===== config.mk =====
export PLATFORM = sky130hd
export DESIGN_NAME = w_bcd_converter
export DESIGN_NICKNAME = d
export VERILOG_FILES = /design/src/rtl/w_bcd_converter.sv
export SDC_FILE = /design/constraint.sdc
export NUM_CORES = 1
export LEC_CHECK = 0
export BUFFER_PORTS_ARGS = -buffer_cell sky130_fd_sc_hd__buf_2
export CORE_ASPECT_RATIO = 0.7
export CORE_MARGIN = 2
export CORE_UTILIZATION = 54
export CTS_CLUSTER_DIAMETER = 120
export CTS_CLUSTER_SIZE = 8
export DETAILED_ROUTE_END_ITERATION = 7
export GPL_TIMING_DRIVEN = 1
export PLACE_DENSITY = 0.78
export SLEW_MARGIN = 15
export SYNTH_ARGS = -nofsm -noshare
export SYNTH_HDL_FRONTEND = slang
export SYNTH_SLANG_ARGS = --single-unit

===== constraint.sdc =====
create_clock -name clk -period 2.01 [get_ports clk]
set_input_delay 0.201 -clock clk [delete_from_list [all_inputs] [get_ports clk]]
set_output_delay 0.201 -clock clk [all_outputs]
set_load 0.05 [all_outputs]

===== src/rtl/w_bcd_converter.sv =====
// Sequential binary-to-BCD converter (shift-add-3), one input bit per clock.
// Conversions start on in_valid, or automatically when w_in changes if AUTO is set.
module w_bcd_converter #(
    parameter int IN_W   = 5,
    parameter int DIGITS = 2,
    parameter bit AUTO   = 1'b1
) (
    input  logic                  clk,
    input  logic                  reset,
    input  logic [IN_W-1:0]       w_in,
    input  logic                  in_valid,
    output logic                  in_ready,
    output logic [3:0]            count1,
    output logic [3:0]            count2,
    output logic [4*DIGITS-1:0]   bcd_all,
    output logic                  busy,
    output logic                  done
);
    localparam int BW = 4 * DIGITS;
    localparam int CW = (IN_W > 1) ? $clog2(IN_W) : 1;

    if ((10 ** DIGITS) <= (2 ** IN_W) - 1 || DIGITS < 2) begin : g_bad_params
        $error("w_bcd_converter: DIGITS too small for IN_W");
    end

    typedef enum logic {
        IDLE,
        SHIFT
    } state_t;

    state_t            state;
    state_t            state_next;
    logic [IN_W-1:0]   bin;
    logic [IN_W-1:0]   last_w;
    logic [BW-1:0]     bcd;
    logic [BW-1:0]     bcd_adj;
    logic [BW-1:0]     bcd_shift;
    logic [BW-1:0]     bcd_q;
    logic [CW-1:0]     bitcnt;
    logic              start;
    logic              last_bit;

    // add-3 correction on every nibble before the shift
    always_comb begin
        bcd_adj = bcd;
        for (int unsigned i = 0; i < DIGITS; i++) begin
            if (bcd[4*i +: 4] >= 4'd5) begin
                bcd_adj[4*i +: 4] = bcd[4*i +: 4] + 4'd3;
            end
        end
    end

    assign bcd_shift = {bcd_adj[BW-2:0], bin[IN_W-1]};
    assign last_bit  = (bitcnt == CW'(IN_W - 1));

    always_comb begin
        state_next = state;
        in_ready   = 1'b0;
        busy       = 1'b0;
        start      = in_valid || (AUTO && (w_in != last_w));
        case (state)
            IDLE: begin
                in_ready = 1'b1;
                if (start) begin
                    state_next = SHIFT;
                end
            end
            SHIFT: begin
                busy = 1'b1;
                if (last_bit) begin
                    state_next = IDLE;
                end
            end
            default: state_next = IDLE;
        endcase
    end

    always_ff @(posedge clk) begin
        if (reset) begin
            state  <= IDLE;
            bin    <= '0;
            last_w <= '0;
            bcd    <= '0;
            bcd_q  <= '0;
            bitcnt <= '0;
            done   <= 1'b0;
        end else begin
            state <= state_next;
            done  <= 1'b0;
            case (state)
                IDLE: begin
                    if (start) begin
                        bin    <= w_in;
                        last_w <= w_in;
                        bcd    <= '0;
                        bitcnt <= '0;
                    end
                end
                SHIFT: begin
                    bcd    <= bcd_shift;
                    bin    <= bin << 1;
                    bitcnt <= bitcnt + CW'(1);
                    if (last_bit) begin
                        bcd_q <= bcd_shift;
                        done  <= 1'b1;
                    end
                end
                default: ;
            endcase
        end
    end

    assign bcd_all = bcd_q;
    assign count1  = bcd_q[3:0];
    assign count2  = bcd_q[7:4];

endmodule


==> impl_metrics.json, run 1 <==
{
  "period_needed_ns": 1.58,
  "rows": 15,
  "overflow": 0,
  "drc_errors": 0,
  "hold_viol": 0,
  "required_ns": 2.23,
  "endpoint": "bcd[6]",
  "cts_resized": 0,
  "synth_compound_area_share_pct": 15.0,
  "drtIter0Drc": 53,
  "grt_usage_pct": 19.9,
  "fin_setup_tns_ns": 0,
  "grt_pass1_vias": 1018,
  "crit_path_start_kind": "flop",
  "yosys-top-cells-area": "dfxtp_1 43%, mux2i_1 9.0%, ha_1 5.2%",
  "synthXorXnorAreaFrac_pct": 4.25,
  "gp_congestion": 0.800,
  "r2r_cells": 7,
  "setup-violations-final": 0,
  "ys_seq_elements": 31,
  "io_buffers": 26,
  "path_clk_slew_ns": 0.06,
  "layout_commonest_cell": "dfxtp_1",
  "dieWidth_um": 65.8,
  "num_vias": 1097,
  "seq_area_frac_synth_pct": 43.0,
  "arrival_ns": 1.81,
  "grt_max_degree": 25,
  "syn_area_sq_um": 1440,
  "p_leak_nw": 0.754,
  "r2r_slack_ns": 0.43,
  "layout_common_cells": "31 x dfxtp_1, 26 x buf_2, 19 x nor2_1",
  "n_antenna_cell": 0,
  "cts_buffers": 5,
  "r2r-end": "bcd[6]",
  "r2r_start": "bcd[5]",
  "synth_mux_area_share_pct": 9.01,
  "ys.flop_type": "dfxtp_1",
  "place_hpwl_um": 1890,
  "tritoncts": "yes",
  "synth_edf_count": 0,
  "relSlewSlack_pct": 67.9,
  "vias_per_cell": 5.25,
  "antenna_left": 0,
  "setup_ws_ns": 0.428,
  "end_kind": "flop",
  "crit_fanout": 5,
  "syn_avg_cell_area_sq_um": 9.32,
  "ir_worst_vdd_mv": 0.435,
  "start_util_pct": 57.8,
  "dr.pass1.iters": 4,
  "path_class": "reg -> reg",
  "finalCritPeriodShare_pct": 78.7,
  "clock_path_buffers": 2,
  "nets": 189,
  "insertion_delay_ns": 0.28,
  "die_area_sq_um": 3110,
  "htree_levels": 2,
  "syn_inst": 155,
  "preCtsSetupSlack_ns": 0.466,
  "holdPathStages": 3,
  "cts_hold_buf": 0,
  "pin_count": 27,
  "area_delta_synth_final_pct": 12.4,
  "synth.top_cell.area_share_pct": 43.0,
  "core-area_sq_um": 2500,
  "holdCritPathClass": "in -> reg",
  "power_density_nw_per_um2": 762,
  "skew_ns": 0.00796,
  "fillCellCount": 214,
  "routed_wl_um": 2670,
  "slew_violations": 0,
  "cts_root_buf": "clkbuf_8",
  "postSynthNetCount": 169,
  "synth_area_leader_cell": "dfxtp_1",
  "synth_top_family_by_area": "compound AO/OA/AOI/OAI gates",
  "grt_first_pass_wirelength_um": 4420,
  "startpoint": "bcd[5]",
  "rsz0062_at_grt": "no",
  "drive_above_1_share_pct": 22.9,
  "max_slew.worst_pin.slew_ns": 0.479,
  "die_y_um": 47.3,
  "cts_sinks": 31,
  "synth_fa_ha_area_share_pct": 5.20,
  "fin_util_pct": 65.0,
  "yosys_warnings": 0,
  "maxCapViolCount": 0,
  "async_flop_share_pct": 0,
  "status": "finished clean",
  "synthSimpleGateAreaFrac_pct": 14.6,
  "antenna_found_initial": 0,
  "post_drt_wl_per_cell_um": 12.8,
  "yosysUniqueCellTypes": 27,
  "cts_setup_buffers": 0,
  "max_freq_mhz": 632
}
metrics by stage:
stage                     cells  instance area [sq um]  total power [mW]  hold slack, ns
final                       209                   1620              1.24           0.198
after global routing        209                   1620              1.29           0.207
after CTS                   209                   1620              1.26           0.192
after detailed placement    202                   1540             0.761           0.480
after global placement      202                   1540             0.757           0.466
after floorplan             155                   1440             0.733           0.345
cell families after synthesis:
family / count (synthesis)
DFF: 31
and+or+nand+nor: 44
AOI/OAI and AO/OA: 31
xor gates and xnor gates: 7
adders and majority gates: 6
muxes: 13
buffers and inverters: 23
critical path, cell delays in order, from the launching register on:
cell and delay (ns):
dfxtp_1 0.31, inv_1 0.10, ha_1 0.25, nand2b_1 0.07, a21oi_1 0.28, mux2i_1 0.32
a22oi_1 0.10, nor2_1 0.09
state kept, by name (all words and copies together), names as in the netlist:
name	flops
last_w	5
bcd	8
bitcnt	3
bin	5
state	1
bcd_all	8
done	1
power breakdown:
group / switching, mW / leakage, nW / internal [mW]
clock network: 0.220 / 0.0470 / 0.268
logic: 0.0607 / 0.454 / 0.0411
registers: 0.0137 / 0.253 / 0.632
cells in the mapped netlist (2+ instances only):
cell type	instances
a211oi_1	4
a21oi_1	7
a22o_1	7
a22oi_1	6
buf_2	2
buf_4	9
clkbuf_1	4
dfxtp_1	31
ha_1	6
inv_1	7
mux2i_1	13
nand2_1	8
nand2b_1	4
nand3_1	3
nor2_1	19
nor3_1	4
o21ai_0	5
xnor2_1	7
how the worst min path moves through the flow:
stage,startpoint,slack (ns),end
2_1_floorplan,w_in[0],0.34,last_w[0]
3_3_place_gp,bcd_all[4],0.47,bcd_all[4]
3_5_place_dp,bcd_all[7],0.48,bcd_all[7]
4_1_cts,w_in[4],0.19,last_w[4]
5_1_grt,w_in[2],0.21,last_w[2]
6_report,w_in[2],0.20,last_w[2]
routing by layer:
layer	GRT usage, %	routed length, um	vias to the layer above
li1	-	-	562
met1	23.3	1300	511
met2	32.9	1200	19
met3	6.47	113	5
met4	11.7	55	0
met5	0	0	-
cell type report:
class                      count  area (sq um)  area share [%]
multi-input combinational    101           693            42.7
clock buffer                   6          82.6            5.09
tap                           34          42.5            2.62
sequential                    31           621            38.2
inverter                       7          26.3            1.62
clock inverter                 1          5.00           0.308
timing repair buffer          29           153            9.41
Power figures use the tool's default switching activity.
==> run 2: changes to the inputs <==
- ABC_AREA: unset -> 1
- CORE_UTILIZATION: 54 -> 50
- PLACE_DENSITY: 0.78 -> 0.75
- clock period: 2.01 -> 1.3 ns (I/O delays scaled with it)
==> run 2 against run 1 <==
  * The flow now finishes with violations (setup timing)
  * Clock skew shrank 0.0030 ns
  * Sequential power grew 55%
  * Combinational power grew 100%
  * Die area grew 21%
  * Via count grew 33%
  * Clock-buffer cell count is the same
  * Sequential cell count is the same
  * Critical path type unchanged
==> impl_metrics.json, run 2 <==
{
  "status": "finished, violations left",
  "violations": "setup timing",
  "gr-usage-met2_pct": 28.9,
  "synth_area_leader_cell": "dfxtp_1",
  "postSynthNetCount": 231,
  "cts_buffers": 5,
  "crit_fanout": 7,
  "yosys-top-cells-area": "dfxtp_1 38%, nand2_1 11%, nand3_1 6.4%",
  "synth.most_common_cell": "nand2_1",
  "dr.pass1.iters": 4,
  "ys_seq_elements": 31,
  "pin_count": 27,
  "grt_max_degree": 14,
  "layout_common_cells": "43 x nand2_1, 24 x buf_2, 20 x nand3_1, 20 x dfxtp_1, 20 x buf_4",
  "drtIter0Drc": 80,
  "cts_sinks": 31,
  "ir_worst_vdd_mv": 0.590,
  "place_hpwl_um": 2450,
  "start_util_pct": 52.1,
  "power.total_mw": 2.20,
  "grt.busiest_layer": "met2",
  "slew_violations": 0,
  "ys.flop_type": "dfxtp_1",
  "multi_input_area_sq_um": 928,
  "io_buffers": 26,
  "end_kind": "flop",
  "fin_setup_tns_ns": -0.0454,
  "antenna_left": 0,
  "routed_wl_um": 3680,
  "grt_usage_pct": 19.7,
  "use_met1_pct": 26.9,
  "post_drt_wl_per_cell_um": 12.5,
  "grt_pass1_vias": 1201,
  "htree_levels": 2,
  "antenna_found_initial": 0,
  "dieWidth_um": 72.5,
  "gp_congestion": 0.748,
  "path_class": "reg -> reg",
  "relSlewSlack_pct": 79.5,
  "period_needed_ns": 1.32,
  "fin_util_pct": 67.2,
  "num_vias": 1463,
  "nets": 268,
  "tritoncts": "yes",
  "syn_inst": 217,
  "async_flop_share_pct": 0,
  "synthTopCellsByCount": "50 x nand2_1, 31 x dfxtp_1, 24 x inv_1",
  "fillCellCount": 256,
  "holdCritPathClass": "in -> reg",
  "overflow": 0,
  "hold_viol": 0,
  "drc_errors": 0,
  "regArea_sq_um": 634,
  "layout_commonest_cell": "nand2_1",
  "seq_area_frac_synth_pct": 37.8,
  "die_y_um": 51.9,
  "setup-violations-final": 4,
  "max_freq_mhz": 756,
  "setup_ws_ns": -0.0222,
  "synth.top_cell.area_share_pct": 37.8,
  "area_delta_synth_final_pct": 29.0,
  "rows": 17,
  "max_slew.worst_pin.slew_ns": 0.307,
  "rsz0062_at_grt": "yes",
  "core-area_sq_um": 3150,
  "preCtsSetupSlack_ns": -0.131,
  "maxCapViolCount": 0,
  "skew_ns": 0.00498,
  "arrival_ns": 1.53,
  "finalCritPeriodShare_pct": 102,
  "p_leak_nw": 0.926,
  "cts_root_buf": "clkbuf_8",
  "drive_above_1_share_pct": 47.8,
  "die_area_sq_um": 3760,
  "crit_path_start_kind": "flop",
  "power_density_nw_per_um2": 1040,
  "required_ns": 1.51,
  "syn_area_sq_um": 1640,
  "synth_edf_count": 0,
  "yosysUniqueCellTypes": 27,
  "vias_per_cell": 4.99,
  "grt_first_pass_wirelength_um": 5460,
  "clock_path_buffers": 2,
  "insertion_delay_ns": 0.29,
  "met3_usage_pct": 5.23,
  "n_antenna_cell": 0,
  "syn_avg_cell_area_sq_um": 7.56,
  "yosys_warnings": 0,
  "path_clk_slew_ns": 0.07
}
-- run 2: changes by cell type after synthesis, moves of 6 or more --
cell     previous run  this run
inv_1               7        24
a21oi_1             7        13
nand2_2             0        14
nand2_1             8        50
xnor2_1             7         0
nand3_1             3        21
mux2i_1            13         0
a22o_1              7         0
a22oi_1             6         0
a21oi_2             0         9
nor2_1             19         5
-- run 2: cells by family (layout without fill, tap and decap cells) --
group / after synthesis / count (layout) / share of synthesized area [%]
adders and majority gates: 6 / 6 / 4.58
buffers and inverters: 41 / 79 / 12.2
xor gates and xnor gates: 2 / 2 / 1.07
DFF: 31 / 31 / 37.8
and+or+nand+nor: 100 / 100 / 30.4
AOI/OAI and AO/OA: 37 / 37 / 14.0
-- run 2: path summary, 6_finish.rpt --
path                            depth (start not counted)  slack (ns)         end  startpoint
worst max-delay path                                    9       -0.02      bcd[4]   last_w[2]
worst max register to register                          9       -0.02      bcd[4]   last_w[2]
worst min register to register                          2        0.47  bcd_all[4]  bcd_all[4]
worst min-delay path                                    3        0.12   last_w[2]     w_in[2]
-- run 2: layout make-up --
cell class	instances	area share (%)
clock buffers	6	3.90
flip-flops and latches	31	30.0
repair buffers	45	13.7
inverters	26	4.61
well taps	38	2.25
clock inverters	2	1.66
multi-input cells	145	43.9
-- run 2: report_power, final --
part           internal [mW]  total (mW)  switching [mW]
Clock                  0.620       0.992           0.372
Sequential             0.978        1.00          0.0243
Combinational         0.0769       0.208           0.131
Total                   1.67        2.20           0.527
-- run 2: stage by stage --
stage / area [sq um] / cells / hold slack (ns)
2_1_floorplan: 1660 / 217 / 0.218
3_3_place_gp: 1860 / 282 / 0.424
3_5_place_dp: 1860 / 282 / 0.423
4_1_cts: 2060 / 293 / 0.109
5_1_grt: 2120 / 293 / 0.123
6_report: 2120 / 293 / 0.123
-- run 2: worst max-delay path, stage by stage (launching register included) --
cell and delay, ns:
dfxtp_2 0.35, inv_2 0.04, nand2_2 0.05, nand2_2 0.06
nor2_4 0.15, nand3_4 0.11, nor2_4 0.17, buf_12 0.15
nand2_2 0.05, a21oi_2 0.12
-- run 2: repair_timing --
action / CTS / global route
pin swaps: 8 / 12
resized for setup: 20 / 20
endpoints found under the setup margin: 14 / 25
hold buffers: 0 / 0
setup buffers: 3 / 0
-- run 2: layer usage --
layer	vias to the layer above	share of wire (%)	wire, um
met5	-	0	0
met4	0	1.6	57
li1	754	-	-
met3	5	3.2	117
met1	677	53	1930
met2	27	43	1570
==> run 3: changes to the inputs <==
--- a/config.mk
+++ b/config.mk
@@ -16,4 +16,5 @@
 export GPL_TIMING_DRIVEN = 1
 export PLACE_DENSITY = 0.75
+export SETUP_SLACK_MARGIN = 0.4
 export SLEW_MARGIN = 15
 export SYNTH_ARGS = -nofsm -noshare
==> constraint.sdc (replaced) <==
create_clock -name clk -period 1.3 [get_ports clk]
set_input_delay 0.39 -clock clk [delete_from_list [all_inputs] [get_ports clk]]
set_output_delay 0.39 -clock clk [all_outputs]
set_load 0.05 [all_outputs]
==> run 3 against run 2 <==
  * The run still ends with setup timing left
  * Critical path depth decreased by 1
  * Routed wire length increased by 64%
  * Worst hold slack improved by 0.24 ns
  * Via count increased by 21%
  * Critical path type unchanged
  * Largest cell class unchanged
==> impl_metrics.json, run 3 (synthesized netlist as in run 2, its figures left out) <==
{
  "max_freq_mhz": 719,
  "preCtsSetupSlack_ns": -0.241,
  "period_needed_ns": 1.39,
  "crit_buf_inv": 2,
  "post_drt_wl_per_cell_um": 19.4,
  "rsz0062_at_grt": "yes",
  "htree_levels": 2,
  "crit_path_start_kind": "flop",
  "crit_top_cell": "nand2_2",
  "antenna_found_initial": 0,
  "end_kind": "flop",
  "overflow": 0,
  "die_area_sq_um": 3760,
  "p_sw_mw": 0.616,
  "drc_errors": 0,
  "sw_frac_of_total_pct": 29.5,
  "die_y_um": 51.9,
  "slew_violations": 0,
  "p_leak_nw": 1.14,
  "area_delta_synth_final_pct": 64.1,
  "gp_congestion": 0.768,
  "stdcell_count": 311,
  "comb_power_share_pct": 16.8,
  "crit_fanout": 5,
  "relSlewSlack_pct": 77.5,
  "max_slew.worst_pin.slew_ns": 0.333,
  "io_buffers": 26,
  "rows": 17,
  "cts_hold_buf": 0,
  "startpoint": "last_w[0]",
  "dieWidth_um": 72.5,
  "grt_pass1_vias": 1598,
  "n_antenna_cell": 0,
  "skew_ns": 0.00689,
  "nets": 286,
  "maxCapViolCount": 0,
  "dr.pass1.iters": 5,
  "setup_ws_ns": -0.0904,
  "setup-violations-final": 20,
  "layout_common_cells": "34 x nand2_1, 29 x buf_4, 22 x nand2_2",
  "start_util_pct": 52.1,
  "drive_above_1_share_pct": 64.8,
  "finalCritPeriodShare_pct": 107,
  "tritoncts": "yes",
  "worst_path_max_delay_cell": "dfxtp_4",
  "insertion_delay_ns": 0.29,
  "p_clk_share_pct": 36.0,
  "path_class": "reg -> reg",
  "place_hpwl_um": 2690,
  "core-area_sq_um": 3150,
  "grt_first_pass_wirelength_um": 8050,
  "grt_max_degree": 20,
  "p_int_mw": 1.47,
  "status": "finished, violations left",
  "clock_path_buffers": 2,
  "antenna_left": 0,
  "layout_commonest_cell": "nand2_1",
  "routed_wl_um": 6030,
  "num_vias": 1768,
  "dpl.cell_count": 288,
  "grt_usage_pct": 29.2,
  "required_ns": 1.47,
  "cts_sinks": 31,
  "crit_chain": "inv_4 > nand2_2 > nand2_2 > nor2_4 > buf_6 > nand4_1 > nand2_1 > a21oi_1",
  "vias_per_cell": 5.68,
  "cpPeakStageDelay_ns": 0.36,
  "pin_count": 27,
  "cts_buffers": 5,
  "drtIter0Drc": 163,
  "r2r_start": "last_w[0]",
  "seq_power_share_pct": 47.2,
  "power_density_nw_per_um2": 775,
  "violations": "setup timing",
  "min_from": "reset",
  "path_clk_slew_ns": 0.07,
  "arrival_ns": 1.56,
  "ir_worst_vdd_mv": 0.734,
  "holdCritPathClass": "in -> reg",
  "cp_top_family": "simple AND/OR/NAND/NOR gates",
  "cts_root_buf": "clkbuf_8",
  "hold_viol": 0
}
[run 3: changes by cell type in the layout (fill, tap and decap cells not counted), sizes merged]
cell	previous run	this run
buf	45	63
bufinv	1	0
clkinv	1	2
[run 3: worst paths after layout]
check	endpoint	slack (ns)	depth (start not counted)
setup reg to reg	bin[1]	-0.09	8
setup / recovery	bin[1]	-0.09	8
hold / removal	done	0.36	2
hold reg to reg	bin[1]	0.49	2
[run 3: through the flow]
step / cell area [sq um] / setup TNS [ns] / total power [mW] / util [%] / hold WS [ns]
final: 2690 / -0.824 / 2.09 / 85.5 / 0.359
after global routing: 2690 / -2.25 / 2.16 / 85.5 / 0.348
after CTS: 2500 / -0.124 / 2.00 / 79.4 / 0.333
after detailed placement: 2110 / -3.79 / 1.26 / 66.9 / 0.450
after global placement: 2110 / -3.28 / 1.25 / 66.9 / 0.444
after floorplan: 1920 / 0 / 1.17 / - / 0.428
[run 3: cell type report]
class | count | area, sq um
Tap cell | 38 | 47.5
Inverter | 26 | 138
Multi-Input combinational cell | 145 | 1080
Clock inverter | 2 | 8.76
Timing Repair Buffer | 63 | 663
Sequential cell | 31 | 683
Fill cell | 136 | 455
Clock buffer | 6 | 72.6
[run 3: repair_timing]
| item | 4_1_cts | 5_1_grt |
|---|---|---|
| endpoints found under the setup margin | 50 | 50 |
| resized for setup | 80 | 35 |
| pin swaps | 8 | 20 |
| buffers inserted | 4 | 11 |
| gates cloned | 0 | 0 |
[run 3: power groups by stage]
stage	Sequential, mW	Combinational, mW	Clock [mW]
after floorplan	1.00	0.167	0
after global placement	1.01	0.247	0
after detailed placement	1.01	0.250	0
after CTS	0.978	0.275	0.745
after global routing	0.987	0.368	0.804
final	0.985	0.350	0.753
[run 3: per-layer routing]
metal  wire [um]  up-vias  GRT usage (%)
met5           0        -              0
met4         170        0           11.4
met3         544       21           6.78
met2        2900      103           48.2
met1        2410      845           37.1
li1            -      799              -
